--- src/rtl/board_sram_arbiter.sv ---
// rtl/board_sram_arbiter.sv - VGA/game arbiter for the single-port board SRAM, VGA has fixed-latency priority
// Optional STARVE_GUARD_EN: forces a game grant after STARVE_LIMIT blocked cycles, dropping that VGA slot.
module board_sram_arbiter #(
  parameter int ADDR_W       = 13,
  parameter int DATA_W       = 2,
  parameter int STARVE_LIMIT = 64
) (
  input  logic              CLOCK_50,
  input  logic              reset,
  input  logic              vga_req,
  input  logic [ADDR_W-1:0] vga_addr,
  output logic [DATA_W-1:0] vga_data,
  output logic              vga_valid,
  input  logic              game_req,
  input  logic              game_we,
  input  logic [ADDR_W-1:0] game_addr,
  input  logic [DATA_W-1:0] game_wdata,
  output logic              game_ack,
  output logic [DATA_W-1:0] game_rdata,
  output logic [ADDR_W-1:0] sram_addr,
  output logic              sram_we,
  output logic [DATA_W-1:0] sram_wdata,
  input  logic [DATA_W-1:0] sram_rdata
);

  typedef enum logic [1:0] {
    IDLE,
    GRANT_VGA,
    GRANT_GAME,
    GAME_WAIT
  } state_t;

  state_t state;
  logic   busy;
  logic   s1_drop;
  logic   s2_vga;
  logic   s2_drop;
  logic   s2_game;
  logic   s2_we;
  logic   starve_force;
  logic   grant_game;
  logic   grant_vga;

  // The ack cycle also blocks a grant so a requester dropping req on ack is served once.
  assign grant_game = game_req && !busy && !game_ack && (!vga_req || starve_force);
  assign grant_vga  = vga_req && !grant_game;

`ifdef STARVE_GUARD_EN
  localparam int CNT_W = $clog2(STARVE_LIMIT + 1);
  logic [CNT_W-1:0] starve_cnt;

  assign starve_force = (starve_cnt >= CNT_W'(STARVE_LIMIT));

  always_ff @(posedge CLOCK_50) begin
    if (reset) begin
      starve_cnt <= '0;
    end else if (grant_game) begin
      starve_cnt <= '0;
    end else if (game_req && !busy && !game_ack) begin
      starve_cnt <= starve_cnt + CNT_W'(1);
    end
  end
`else
  assign starve_force = 1'b0;
`endif

  always_ff @(posedge CLOCK_50) begin
    if (reset) begin
      state      <= IDLE;
      busy       <= 1'b0;
      s1_drop    <= 1'b0;
      s2_vga     <= 1'b0;
      s2_drop    <= 1'b0;
      s2_game    <= 1'b0;
      s2_we      <= 1'b0;
      sram_addr  <= '0;
      sram_we    <= 1'b0;
      sram_wdata <= '0;
      vga_data   <= '0;
      vga_valid  <= 1'b0;
      game_ack   <= 1'b0;
      game_rdata <= '0;
    end else begin
      sram_we <= 1'b0;
      s1_drop <= 1'b0;
      if (grant_vga) begin
        state     <= GRANT_VGA;
        sram_addr <= vga_addr;
      end else if (grant_game) begin
        state      <= GRANT_GAME;
        sram_addr  <= game_addr;
        sram_we    <= game_we;
        sram_wdata <= game_wdata;
        s1_drop    <= vga_req;
      end else if (busy && !game_ack) begin
        state <= GAME_WAIT;
      end else begin
        state <= IDLE;
      end

      if (grant_game) begin
        busy <= 1'b1;
      end else if (game_ack) begin
        busy <= 1'b0;
      end

      // A dropped VGA slot still travels down the pipe so the pixel stream keeps its cadence.
      s2_vga  <= (state == GRANT_VGA) || s1_drop;
      s2_drop <= s1_drop;
      s2_game <= (state == GRANT_GAME);
      s2_we   <= sram_we;

      vga_valid <= s2_vga;
      if (s2_vga && !s2_drop) begin
        vga_data <= sram_rdata;
      end
      game_ack <= s2_game;
      if (s2_game && !s2_we) begin
        game_rdata <= sram_rdata;
      end
    end
  end

endmodule

--- config.mk ---
export PLATFORM = sky130hd
export DESIGN_NAME = board_sram_arbiter
export DESIGN_NICKNAME = d
export VERILOG_FILES = /design/src/rtl/board_sram_arbiter.sv
export SDC_FILE = /design/constraint.sdc
export NUM_CORES = 1
export LEC_CHECK = 0
export CAP_MARGIN = 10
export CORE_MARGIN = 8
export CORE_UTILIZATION = 30
export CTS_BUF_LIST = sky130_fd_sc_hd__clkbuf_16
export DETAILED_ROUTE_END_ITERATION = 12
export GPL_TIMING_DRIVEN = 0
export PLACE_DENSITY = 0.61
export SYNTH_ARGS = -nofsm -noshare
export SYNTH_HDL_FRONTEND = slang
export SYNTH_SLANG_ARGS = --single-unit
--- constraint.sdc ---
create_clock -name CLOCK_50 -period 3.08 [get_ports CLOCK_50]
set_clock_uncertainty 0.1 [all_clocks]
set_input_delay 0.616 -clock CLOCK_50 [delete_from_list [all_inputs] [get_ports CLOCK_50]]
set_output_delay 0.616 -clock CLOCK_50 [all_outputs]
set_load 0.01 [all_outputs]
==> summary.md, run 1 <==
| Metric | Value |
|---|---|
| Status | finished clean |
| Final nets | between 200 and 250 |
| Crit path depth | 1 |
| Routed Antenna Nets | 0 |
| CTS root buf | clkbuf_16 |
| Filler cells | 373 |
| Sequential share of power | about two fifths |
| Slew HR | roughly 55% |
| CP max stage cell | clkdlybuf4s50_1 |
| Routability cong. | around 0.62 |
| Sw frac | approximately 23% |
| Crit Path Max Fanout | 6 |
| Buf+Inv Stages, Crit Path | 1 |
| Setup Fix Bufs, Post-CTS | 0 |
| GR Util All Layers | 10.7% |
| WP data arrival | 1290 ps |
| Worst Path Required | 2360 ps |
| First-pass GRT wire length | about 5.3 mm |
| Wirelength, routed | 3.33 mm |
| Crit path cell chain | clkdlybuf4s50_1 |
| Die Wd | 79.8 um |
| Hold Buf Count CTS | 0 |
| Hold WC Path Type | flip-flop to flip-flop |
| Share of layout cells above drive strength 1 | between 10 and 15% |
| Total die area | between 0.006 and 0.007 mm^2 |
| Syn Area/Cell | between 10 and 15 um^2 |
| Clock group share of total power | 42.3% |
| Hpwl dp | between 2 and 3 mm |
| Clk_lat worst skew | 270 ps |
| Internal Power | just over 0.8 mW |
| Synth warn | 0 |
| Port Buffers | 55 |
| Num Clock Sinks | 30 |
| R2r worst-path depth | 4 |
| Setup tns final | 0 ps |
| Finished Cell Area | 0.00197 mm^2 |
| Site Rows | 23 |
| Setup WS post-layout | 1080 ps |
| Power density cells | between 500 and 600 mW/mm^2 |
| Tmin final | ~2000 ps |
| Crit path kind | flip-flop to output pin |
| Register area share after synthesis | 49.1% |
| Logic pwr share | 17.1% |
| CTS Buf Count | 5 |
| Initial antenna violation count | 0 |
| Io pins | 57 |
| Vias | 1046 |
| Slew Limit Fails | 0 |
| Vias per Instance | ~4.6 |
| Clock tree buffer depth | 2 |
| Layout Cells excl Fill | around 230 |
| Core ar. | just under 0.004 mm^2 |
| CTS clk-pin slew, worst paths | roughly 50 ps |
| Final Total Pwr | around 1.1 mW |
| Measured slew at the worst slew-check pin | between 600 and 700 ps |
| CP Launch Type | flip-flop |
| Largest net degree at the start of global routing | 11 |
| DP Worst Slack | about 860 ps |
| Number of max-cap violations | 0 |
| Crit path max-delay family | buffers and inverters |
| Layout area overhead | 61.3% |
| Hold Crit Depth | 1 |
| Total congestion overflow | 0 |
| DRC errors left | 0 |
| Post-Syn Area | roughly 0.0012 mm^2 |
| Period utilization | between 60 and 70% |
| Synth top area share | 49.1% |
| Number of global-route vias before repair | around 1200 |
| Resized Gates After CTS | 0 |
| Initial Util | 30.8% |
| Total placed cells including tap cells | between 200 and 250 |
| CP Capture Type | output pin |
| Flop and latch count out of synthesis | 30 |
| Syn Inst Count | 113 |
| Final setup vio count | 0 |
| DIE HEIGHT | 79.8 um |
| RSZ-0062 raised after global routing | no |
| Post-DP Area | ~0.0018 mm^2 |
| Post-synth cell types | 23 |
| Drt first pass iters | 3 |
| Final Hold Vio Count | 0 |
| DR iter-0 viols | 71 |
| VDD IR max | between 200 and 300 uV |
| Largest cells by area after synthesis | dfxtp_1 49%, mux2i_1 14%, a211oi_2 10% |
| CTS tree | built |
| Mean routed wirelength per cell | around 15 um |
| Synthesized net count | approximately 150 |
| Net switching power | approximately 0.24 mW |
| Highest Clock Rate | roughly 0.50 GHz |
| Area leader, netlist | dfxtp_1 |
| H-tree depth | 2 |
| Antenna Cells | 0 |
| CP max stage delay | approximately 600 ps |
| Static Leak | 0.758 nW |
## final cells by class
| type | instances | area [um^2] | area share [%] |
|---|---|---|---|
| plain buffers | 8 | 52.6 | 2.66 |
| clock buffers | 5 | 125 | 6.35 |
| clock inverters | 3 | 11.3 | 0.571 |
| inverters | 2 | 7.51 | 0.381 |
| multi-input cells | 73 | 562 | 28.5 |
| flip-flops and latches | 30 | 601 | 30.5 |
| well taps | 50 | 62.6 | 3.17 |
| repair buffers | 55 | 551 | 27.9 |
## logic make-up (layout without fill, tap and decap cells)
kind of cell	Yosys count	count (layout)	synth area share [%]
muxes	17	17	13.9
AOI/OAI and AO/OA	18	18	14.1
DFF	30	30	49.1
buffers and inverters	10	73	4.91
and+or+nand+nor	37	37	17.6
other	1	1	0.307
## flip-flops by register name, indices dropped and copies added, names as in the netlist
name / cells
busy: 1
game_rdata: 2
vga_data: 2
sram_wdata: 2
vga_valid: 1
s2_drop: 1
sram_we: 1
sram_addr: 13
game_ack: 1
s2_vga: 1
s2_game: 1
s1_drop: 1
state: 2
s2_we: 1
## through the flow
step	util [%]	hold slack, ps
global route	49.7	363
CTS	49.7	323
finish	49.7	326
detailed placement	46.2	314
global placement	46.2	311
floorplan	-	299
## Yosys cell counts, drive strengths merged
cell and n:
dfxtp 30, mux2i 17, nor3 14, a211oi 13
buf 7, nor2 6, a21oi 5, nor2b 5
nand2 4, inv 2, nor3b 2, clkbuf 1
conb 1, nand2b 1, nor4 1, nor4b 1
or2 1, or2b 1, or4b 1
## power by group through the flow
stage	clock network [mW]	registers (mW)	logic [mW]
after floorplan	0	0.443	0.0749
after global placement	0	0.435	0.180
after detailed placement	0	0.436	0.182
after CTS	0.454	0.429	0.184
after global routing	0.479	0.432	0.194
final	0.446	0.429	0.180
## routing by layer
metal  global-route usage (%)  vias up  part of all wire [%]
met5                        0        -                     0
met4                     4.36        0                   1.4
met3                     6.19        5                    11
met2                     17.4       41                    48
met1                     11.0      477                    40
li1                         -      523                     -
## final timing paths
check                                                 end                 from  slack [ps]
worst min register to register         s2_game$_SDFF_PP0_  state[0]$_SDFF_PP0_         330
worst min-delay path                   s2_game$_SDFF_PP0_  state[0]$_SDFF_PP0_         330
worst max-delay path                             game_ack  game_ack$_SDFF_PP0_        1080
worst max register to register  sram_addr[8]$_SDFFE_PP0P_  game_ack$_SDFF_PP0_        1640
## placed cells by master, fill, tap and decap left out
cell | Yosys | routed
or2_4 | 1 | 1
clkbuf_1 | 1 | 1
buf_4 | 1 | 1
clkinv_1 | 0 | 3
a21oi_1 | 5 | 5
nand2_1 | 4 | 4
mux2i_1 | 17 | 17
a211oi_1 | 3 | 3
or2b_1 | 1 | 1
inv_1 | 2 | 2
buf_1 | 1 | 1
nor4_1 | 1 | 1
clkdlybuf4s50_1 | 0 | 55
buf_2 | 3 | 3
nor3_1 | 14 | 14
nor2_1 | 6 | 6
nand2b_1 | 1 | 1
or4b_4 | 1 | 1
buf_6 | 2 | 2
nor2b_1 | 5 | 5
conb_1 | 1 | 1
nor4b_1 | 1 | 1
clkbuf_16 | 0 | 5
a211oi_2 | 10 | 10
dfxtp_1 | 30 | 30
nor3b_2 | 2 | 2
Power figures use the tool's default switching activity.
==> run 2, diff against run 1 <==
- PLACE_DENSITY: 0.61 -> 0.63
- clock period: 3.08 -> 1.8 ns (I/O delays scaled with it)
==> run 2 against run 1 <==
  * Setup slack worse by 960 ps
  * Global-route usage shrank 0.36 points
  * Largest cell class unchanged
  * Cell area hardly changed
  * Total power is 69% higher
  * Critical path depth up 4
  * Critical endpoint is now sram_addr[5]$_SDFFE_PP0P_
==> summary.md, run 2 (synthesis gave the netlist of run 1 again) <==
| Metric | Value |
|---|---|
| Commonest non-fill, non-tap cells in the layout | 55 x clkdlybuf4s50_1, 29 x dfxtp_1, 17 x mux2i_1 (was 55 x clkdlybuf4s50_1, 30 x dfxtp_1, 17 x mux2i_1) |
| CP Launch Type | input pin (was flip-flop) |
| CP max stage delay | 500 ps (was 590 ps) |
| Resized Gates After CTS | 0 (unchanged) |
| Largest register FFs | 13 (unchanged) |
| Drt first pass iters | 4 (was 3) |
| Wirelength, routed | 3.18 mm (was 3.33 mm) |
| Crit Path Max Fanout | 10 (was 6) |
| Setup WS post-layout | 119 ps (was 1080 ps) |
| CP max stage cell | clkdlybuf4s50_1 (unchanged) |
| First-pass GRT wire length | 5.19 mm (was 5.33 mm) |
| Power density cells | 905 mW/mm^2 (was 535 mW/mm^2) |
| Hpwl dp | 2.54 mm (was 2.53 mm) |
| Total congestion overflow | 0 (unchanged) |
| Number of global-route vias before repair | 1102 (was 1168) |
| Logic pwr share | 17.3% (was 17.1%) |
| Clock tree buffer depth | 2 (unchanged) |
| Setup tns final | 0 ps (unchanged) |
| Crit path kind | input pin to flip-flop (was flip-flop to output pin) |
| CTS Buf Count | 5 (unchanged) |
| Number of max-cap violations | 0 (unchanged) |
| Total die area | 0.00637 mm^2 (unchanged) |
| Layout Cells excl Fill | 226 (unchanged) |
| Tmin final | between 1500 and 2000 ps |
| Clk_lat worst skew | 260 ps (was 270 ps) |
| Highest Clock Rate | around 0.59 GHz |
| GR Util All Layers | 10.3% (was 10.7%) |
| Io pins | 57 (unchanged) |
| Hold WC Path Type | input pin to flip-flop (was flip-flop to flip-flop) |
| Commonest non-fill, non-tap cell in the layout | clkdlybuf4s50_1 (unchanged) |
| Antenna Cells | 0 (unchanged) |
| Site Rows | 23 (unchanged) |
| Final setup vio count | 0 (unchanged) |
| Slew Limit Fails | 0 (unchanged) |
| Layout area overhead | 61.4% (was 61.3%) |
| Port Buffers | 55 (unchanged) |
| Hold Buf Count CTS | 0 (unchanged) |
| Core ar. | 0.00397 mm^2 (unchanged) |
| Worst Path Required | 1820 ps (was 2360 ps) |
| Final core utilization | 49.7% (about the same) |
| H-tree depth | 2 (unchanged) |
| Sequential share of power | 41.0% (was 40.6%) |
| Status | finished clean (unchanged) |
| Net switching power | 0.397 mW (was 0.243 mW) |
| Total placed cells including tap cells | 218 (unchanged) |
| R2r worst-path depth | 4 (unchanged) |
| Die Wd | 79.8 um (unchanged) |
| Vias | 1015 (was 1046) |
| Sw frac | 22.2% (was 23.0%) |
| Routed Antenna Nets | 0 (unchanged) |
| Mean routed wirelength per cell | 14.1 um (was 14.7 um) |
| CTS tree | built (unchanged) |
| Internal Power | 1.39 mW (was 0.812 mW) |
| Final Total Pwr | 1.79 mW (was 1.05 mW) |
| Final nets | 210 (unchanged) |
| DIE HEIGHT | 79.8 um (unchanged) |
| Static Leak | 0.759 nW (was 0.758 nW) |
| Crit path cell chain | clkdlybuf4s50_1 -> nor3b_2 -> or2_4 -> buf_6 -> a211oi_2 (was clkdlybuf4s50_1) |
| Setup Fix Bufs, Post-CTS | 0 (unchanged) |
| RSZ-0062 raised after global routing | no (unchanged) |
| Hold Crit Depth | 2 (was 1) |
| Share of layout cells above drive strength 1 | 14.8% (was 14.2%) |
| Measured slew at the worst slew-check pin | 706 ps (was 678 ps) |
| Top reg by flops | sram_addr (unchanged) |
| CTS root buf | clkbuf_16 (unchanged) |
| Clock group share of total power | 41.7% (was 42.3%) |
| DRC errors left | 0 (unchanged) |
| Largest net degree at the start of global routing | 11 (unchanged) |
| Routability cong. | 0.652 (was 0.625) |
| DP Worst Slack | -136 ps (was 861 ps) |
| Slew HR | 52.9% (was 54.8%) |
| VDD IR max | 544 uV (was 258 uV) |
| Initial Util | 30.8% (unchanged) |
| Final Hold Vio Count | 0 (unchanged) |
| Vias per Instance | 4.49 (was 4.63) |
| Num Clock Sinks | 30 (unchanged) |
| CP Capture Type | flip-flop (was output pin) |
| Period utilization | 93.4% |
| CTS clk-pin slew, worst paths | 50 ps (about the same) |
| DR iter-0 viols | 19 (was 71) |
| WP data arrival | 1700 ps (was 1290 ps) |
| Initial antenna violation count | 0 (unchanged) |
run 2: cell count changes in the layout (fill, tap and decap cells not counted):
cell,previous run,this run
dfxtp_1,30,29
dfxtp_2,0,1
run 2: layout make-up:
type,count,area (um^2)
fill,351,2000
sequential,30,602
multi-input combinational,73,562
timing repair buffer,55,551
clock buffer,5,125
tap,50,62.6
buffer,8,52.6
clock inverter,3,11.3
inverter,2,7.51
run 2: critical path, delay by kind of cell:
family	cells	cell delay, ps
buf+inv	2	670
simple gates	2	570
compound gates	1	80
run 2: metal layers:
metal  GRT usage [%]  share of wire, %  wire (um)
met4            3.27              0.31         10
met2            16.2                45       1430
met5               0                 0          0
met1            10.8                42       1340
met3            7.09                12        395
run 2: power by group through the flow:
stage | sequential, mW | combinational [mW] | clock [mW]
4_1_cts | 0.733 | 0.314 | 0.764
3_3_place_gp | 0.743 | 0.307 | 0
2_1_floorplan | 0.759 | 0.128 | 0
6_report | 0.733 | 0.309 | 0.744
3_5_place_dp | 0.745 | 0.312 | 0
5_1_grt | 0.739 | 0.332 | 0.806
run 2: path summary, 6_finish.rpt:
path	start	endpoint	slack (ps)
max	game_req	sram_addr[5]$_SDFFE_PP0P_	120
min reg2reg	state[0]$_SDFF_PP0_	s2_game$_SDFF_PP0_	330
min	reset	game_ack$_SDFF_PP0_	310
max reg2reg	busy$_SDFFE_PP0P_	sram_addr[5]$_SDFFE_PP0P_	360
run 2: stage by stage:
step / hold slack, ps / area [um^2]
final: 313 / 1970
after global routing: 334 / 1970
after CTS: 319 / 1970
after detailed placement: 322 / 1840
after global placement: 310 / 1840
after floorplan: 299 / 1220
==> run 3, diff against run 2 <==
- DONT_BUFFER_PORTS: unset -> 1
- PLACE_DENSITY: 0.63 -> 0.44
==> run 3 against run 2 <==
  * Sequential power grew 3.0%
  * Critical path depth shrank 1
  * Wire length shrank 6.2%
  * First-iteration DRC count grew to 4.2 times the previous value
  * Register-to-register slack lost 30 ps
  * Non-clock buffer count shrank 55
  * Largest cell class is now sequential cells
==> summary.md, run 3 (synthesis gave the netlist of run 1 again) <==
| Metric | Value |
|---|---|
| Logic pwr share | 8.2% (was 17.3%) |
| Port Buffers | 0 (was 55) |
| Sw frac | 22.4% (was 22.2%) |
| First-pass GRT wire length | 4.60 mm (was 5.19 mm) |
| Sequential share of power | 41.1% (was 41.0%) |
| Hold WC Path Type | input pin to flip-flop (unchanged) |
| Highest Clock Rate | 0.679 GHz (was 0.595 GHz) |
| Final setup vio count | 0 (unchanged) |
| Setup Fix Bufs, Post-CTS | 0 (unchanged) |
| Worst Path Required | 1830 ps (was 1820 ps) |
| Number of global-route vias before repair | 955 (was 1102) |
| Site Rows | 23 (unchanged) |
| DR iter-0 viols | 79 (was 19) |
| Core ar. | 0.00397 mm^2 (unchanged) |
| Antenna Cells | 0 (unchanged) |
| Initial Util | 30.8% (unchanged) |
| Commonest non-fill, non-tap cell in the layout | dfxtp_1 (was clkdlybuf4s50_1) |
| Total congestion overflow | 0 (unchanged) |
| Hold Buf Count CTS | 0 (unchanged) |
| Final nets | 155 (was 210) |
| Crit Path Max Fanout | 10 (unchanged) |
| Total die area | 0.00637 mm^2 (unchanged) |
| Final Total Pwr | 1.84 mW (was 1.79 mW) |
| Static Leak | 0.568 nW (was 0.759 nW) |
| VDD IR max | 551 uV (was 544 uV) |
| H-tree depth | 2 (unchanged) |
| GR Util All Layers | 9.62% (was 10.3%) |
| Share of layout cells above drive strength 1 | 23.1% (was 14.8%) |
| Clk_lat worst skew | 270 ps (was 260 ps) |
| Hold Crit Depth | 2 (unchanged) |
| Clock group share of total power | 50.7% (was 41.7%) |
| Sink of the worst hold path | sram_wdata[0]$_SDFFE_PP0P_ (was game_ack$_SDFF_PP0_) |
| DRC errors left | 0 (unchanged) |
| Layout area overhead | 18.6% (was 61.4%) |
| Power density cells | 1270 mW/mm^2 (was 905 mW/mm^2) |
| DR top layer | met4 (unchanged) |
| Number of max-cap violations | 0 (unchanged) |
| Wire length on met2 | 1.36 mm (was 1.43 mm) |
| R2r worst-path depth | 4 (unchanged) |
| Tmin final | 1470 ps (was 1680 ps) |
| Measured slew at the worst slew-check pin | 697 ps (was 706 ps) |
| Final Hold Vio Count | 0 (unchanged) |
| CTS root buf | clkbuf_16 (unchanged) |
| RSZ-0062 raised after global routing | no (unchanged) |
| Wire length on met3 | 326 um (was 395 um) |
| Net switching power | 0.411 mW (was 0.397 mW) |
| Routed Antenna Nets | 0 (unchanged) |
| Internal reg-to-reg setup slack | 330 ps (was 360 ps) |
| Io pins | 57 (unchanged) |
| WP data arrival | 1500 ps (was 1700 ps) |
| Period utilization | 81.9% (was 93.4%) |
| Num Clock Sinks | 30 (unchanged) |
| Hpwl dp | 2.29 mm (was 2.54 mm) |
| Die Wd | 79.8 um (unchanged) |
| Resized Gates After CTS | 0 (unchanged) |
| Hold Startpoint | game_wdata[0] (was reset) |
| Status | finished clean (unchanged) |
| CTS Buf Count | 5 (unchanged) |
| Top reg by flops | sram_addr (unchanged) |
| Reg-to-reg critical path endpoint | sram_addr[12]$_SDFFE_PP0P_ (was sram_addr[5]$_SDFFE_PP0P_) |
| CTS tree | built (unchanged) |
| Largest net degree at the start of global routing | 11 (unchanged) |
| Vias | 857 (was 1015) |
| Commonest non-fill, non-tap cells in the layout | 30 x dfxtp_1, 17 x mux2i_1, 14 x nor3_1 (was 55 x clkdlybuf4s50_1, 29 x dfxtp_1, 17 x mux2i_1) |
| Initial antenna violation count | 0 (unchanged) |
| Crit path kind | flip-flop to flip-flop (was input pin to flip-flop) |
| Clock tree buffer depth | 2 (unchanged) |
| Slew Limit Fails | 0 (unchanged) |
| Largest register FFs | 13 (unchanged) |
| CP Launch Type | flip-flop (was input pin) |
| Filler cells | 404 (was 351) |
| CP Capture Type | flip-flop (unchanged) |
| Setup tns final | 0 ps (unchanged) |
| RR Startpoint | game_ack$_SDFF_PP0_ (was busy$_SDFFE_PP0P_) |
| Drt first pass iters | 4 (unchanged) |
| Wirelength, routed | 2.98 mm (was 3.18 mm) |
| Routability cong. | 0.643 (was 0.652) |
| Met1 WL | 1.29 mm (was 1.34 mm) |
| Internal Power | 1.42 mW (was 1.39 mW) |
| Vias per Instance | 5.01 (was 4.49) |
| DIE HEIGHT | 79.8 um (unchanged) |
| Slew HR | 53.6% (was 52.9%) |
| Mean routed wirelength per cell | 17.4 um (was 14.1 um) |
| CTS clk-pin slew, worst paths | 50 ps (about the same) |
==> run 3: cell types whose count changed in the layout (fill, tap and decap cells not counted), sizes merged <==
cell           before  now
clkinv              3    2
bufinv              0    1
clkdlybuf4s50      55    0
==> run 3: power by group through the flow <==
stage	Clock [mW]	Sequential, mW	Combinational, mW
2_1_floorplan	0	0.759	0.128
3_3_place_gp	0	0.770	0.149
3_5_place_dp	0	0.770	0.152
4_1_cts	0.956	0.757	0.153
5_1_grt	0.990	0.761	0.168
6_report	0.931	0.755	0.150
==> run 3: worst max-delay path, stage by stage, from the launching register on <==
cell and delay, ps:
dfxtp_1 390, nor3b_2 360, or2_4 220, buf_6 170
a211oi_2 80
==> run 3: layer usage <==
| metal | GRT usage, % | vias to the layer above |
|---|---|---|
| met4 | 3.27 | 0 |
| met5 | 0 | - |
| li1 | - | 415 |
| met2 | 13.5 | 40 |
| met1 | 11.1 | 400 |
| met3 | 6.98 | 2 |
==> run 3: layout make-up <==
cell class | instances | area [um^2] | share of cell area (%)
buffer | 8 | 52.6 | 3.62
clock buffer | 5 | 125 | 8.63
clock inverter | 3 | 40.0 | 2.76
inverter | 2 | 7.51 | 0.518
multi-input combinational | 73 | 562 | 38.7
sequential | 30 | 601 | 41.4
tap | 50 | 62.6 | 4.31
==> run 3: per-stage QoR <==
step           setup slack, ps  hold slack (ps)  util [%]  instance area (um^2)  std cells
3_5_place_dp               314              311      32.4                  1280        163
2_1_floorplan              500              299         -                  1220        113
4_1_cts                    295              121      36.5                  1450        171
6_report                   327              129      36.5                  1450        171
5_1_grt                    211              145      36.5                  1450        171
3_3_place_gp               322              317      32.4                  1280        163
==> run 3: worst max path at each step <==
stage                              startpoint                          to  slack, ps  cells past startpoint
final                     game_ack$_SDFF_PP0_  sram_addr[12]$_SDFFE_PP0P_        330                      4
after global routing      game_ack$_SDFF_PP0_   sram_addr[9]$_SDFFE_PP0P_        210                      4
after CTS                 game_ack$_SDFF_PP0_   sram_addr[6]$_SDFFE_PP0P_        290                      4
after detailed placement  game_ack$_SDFF_PP0_   sram_addr[6]$_SDFFE_PP0P_        310                      4
after global placement    game_ack$_SDFF_PP0_   sram_addr[7]$_SDFFE_PP0P_        320                      4
after floorplan           game_ack$_SDFF_PP0_   sram_addr[0]$_SDFFE_PP0P_        500                      4
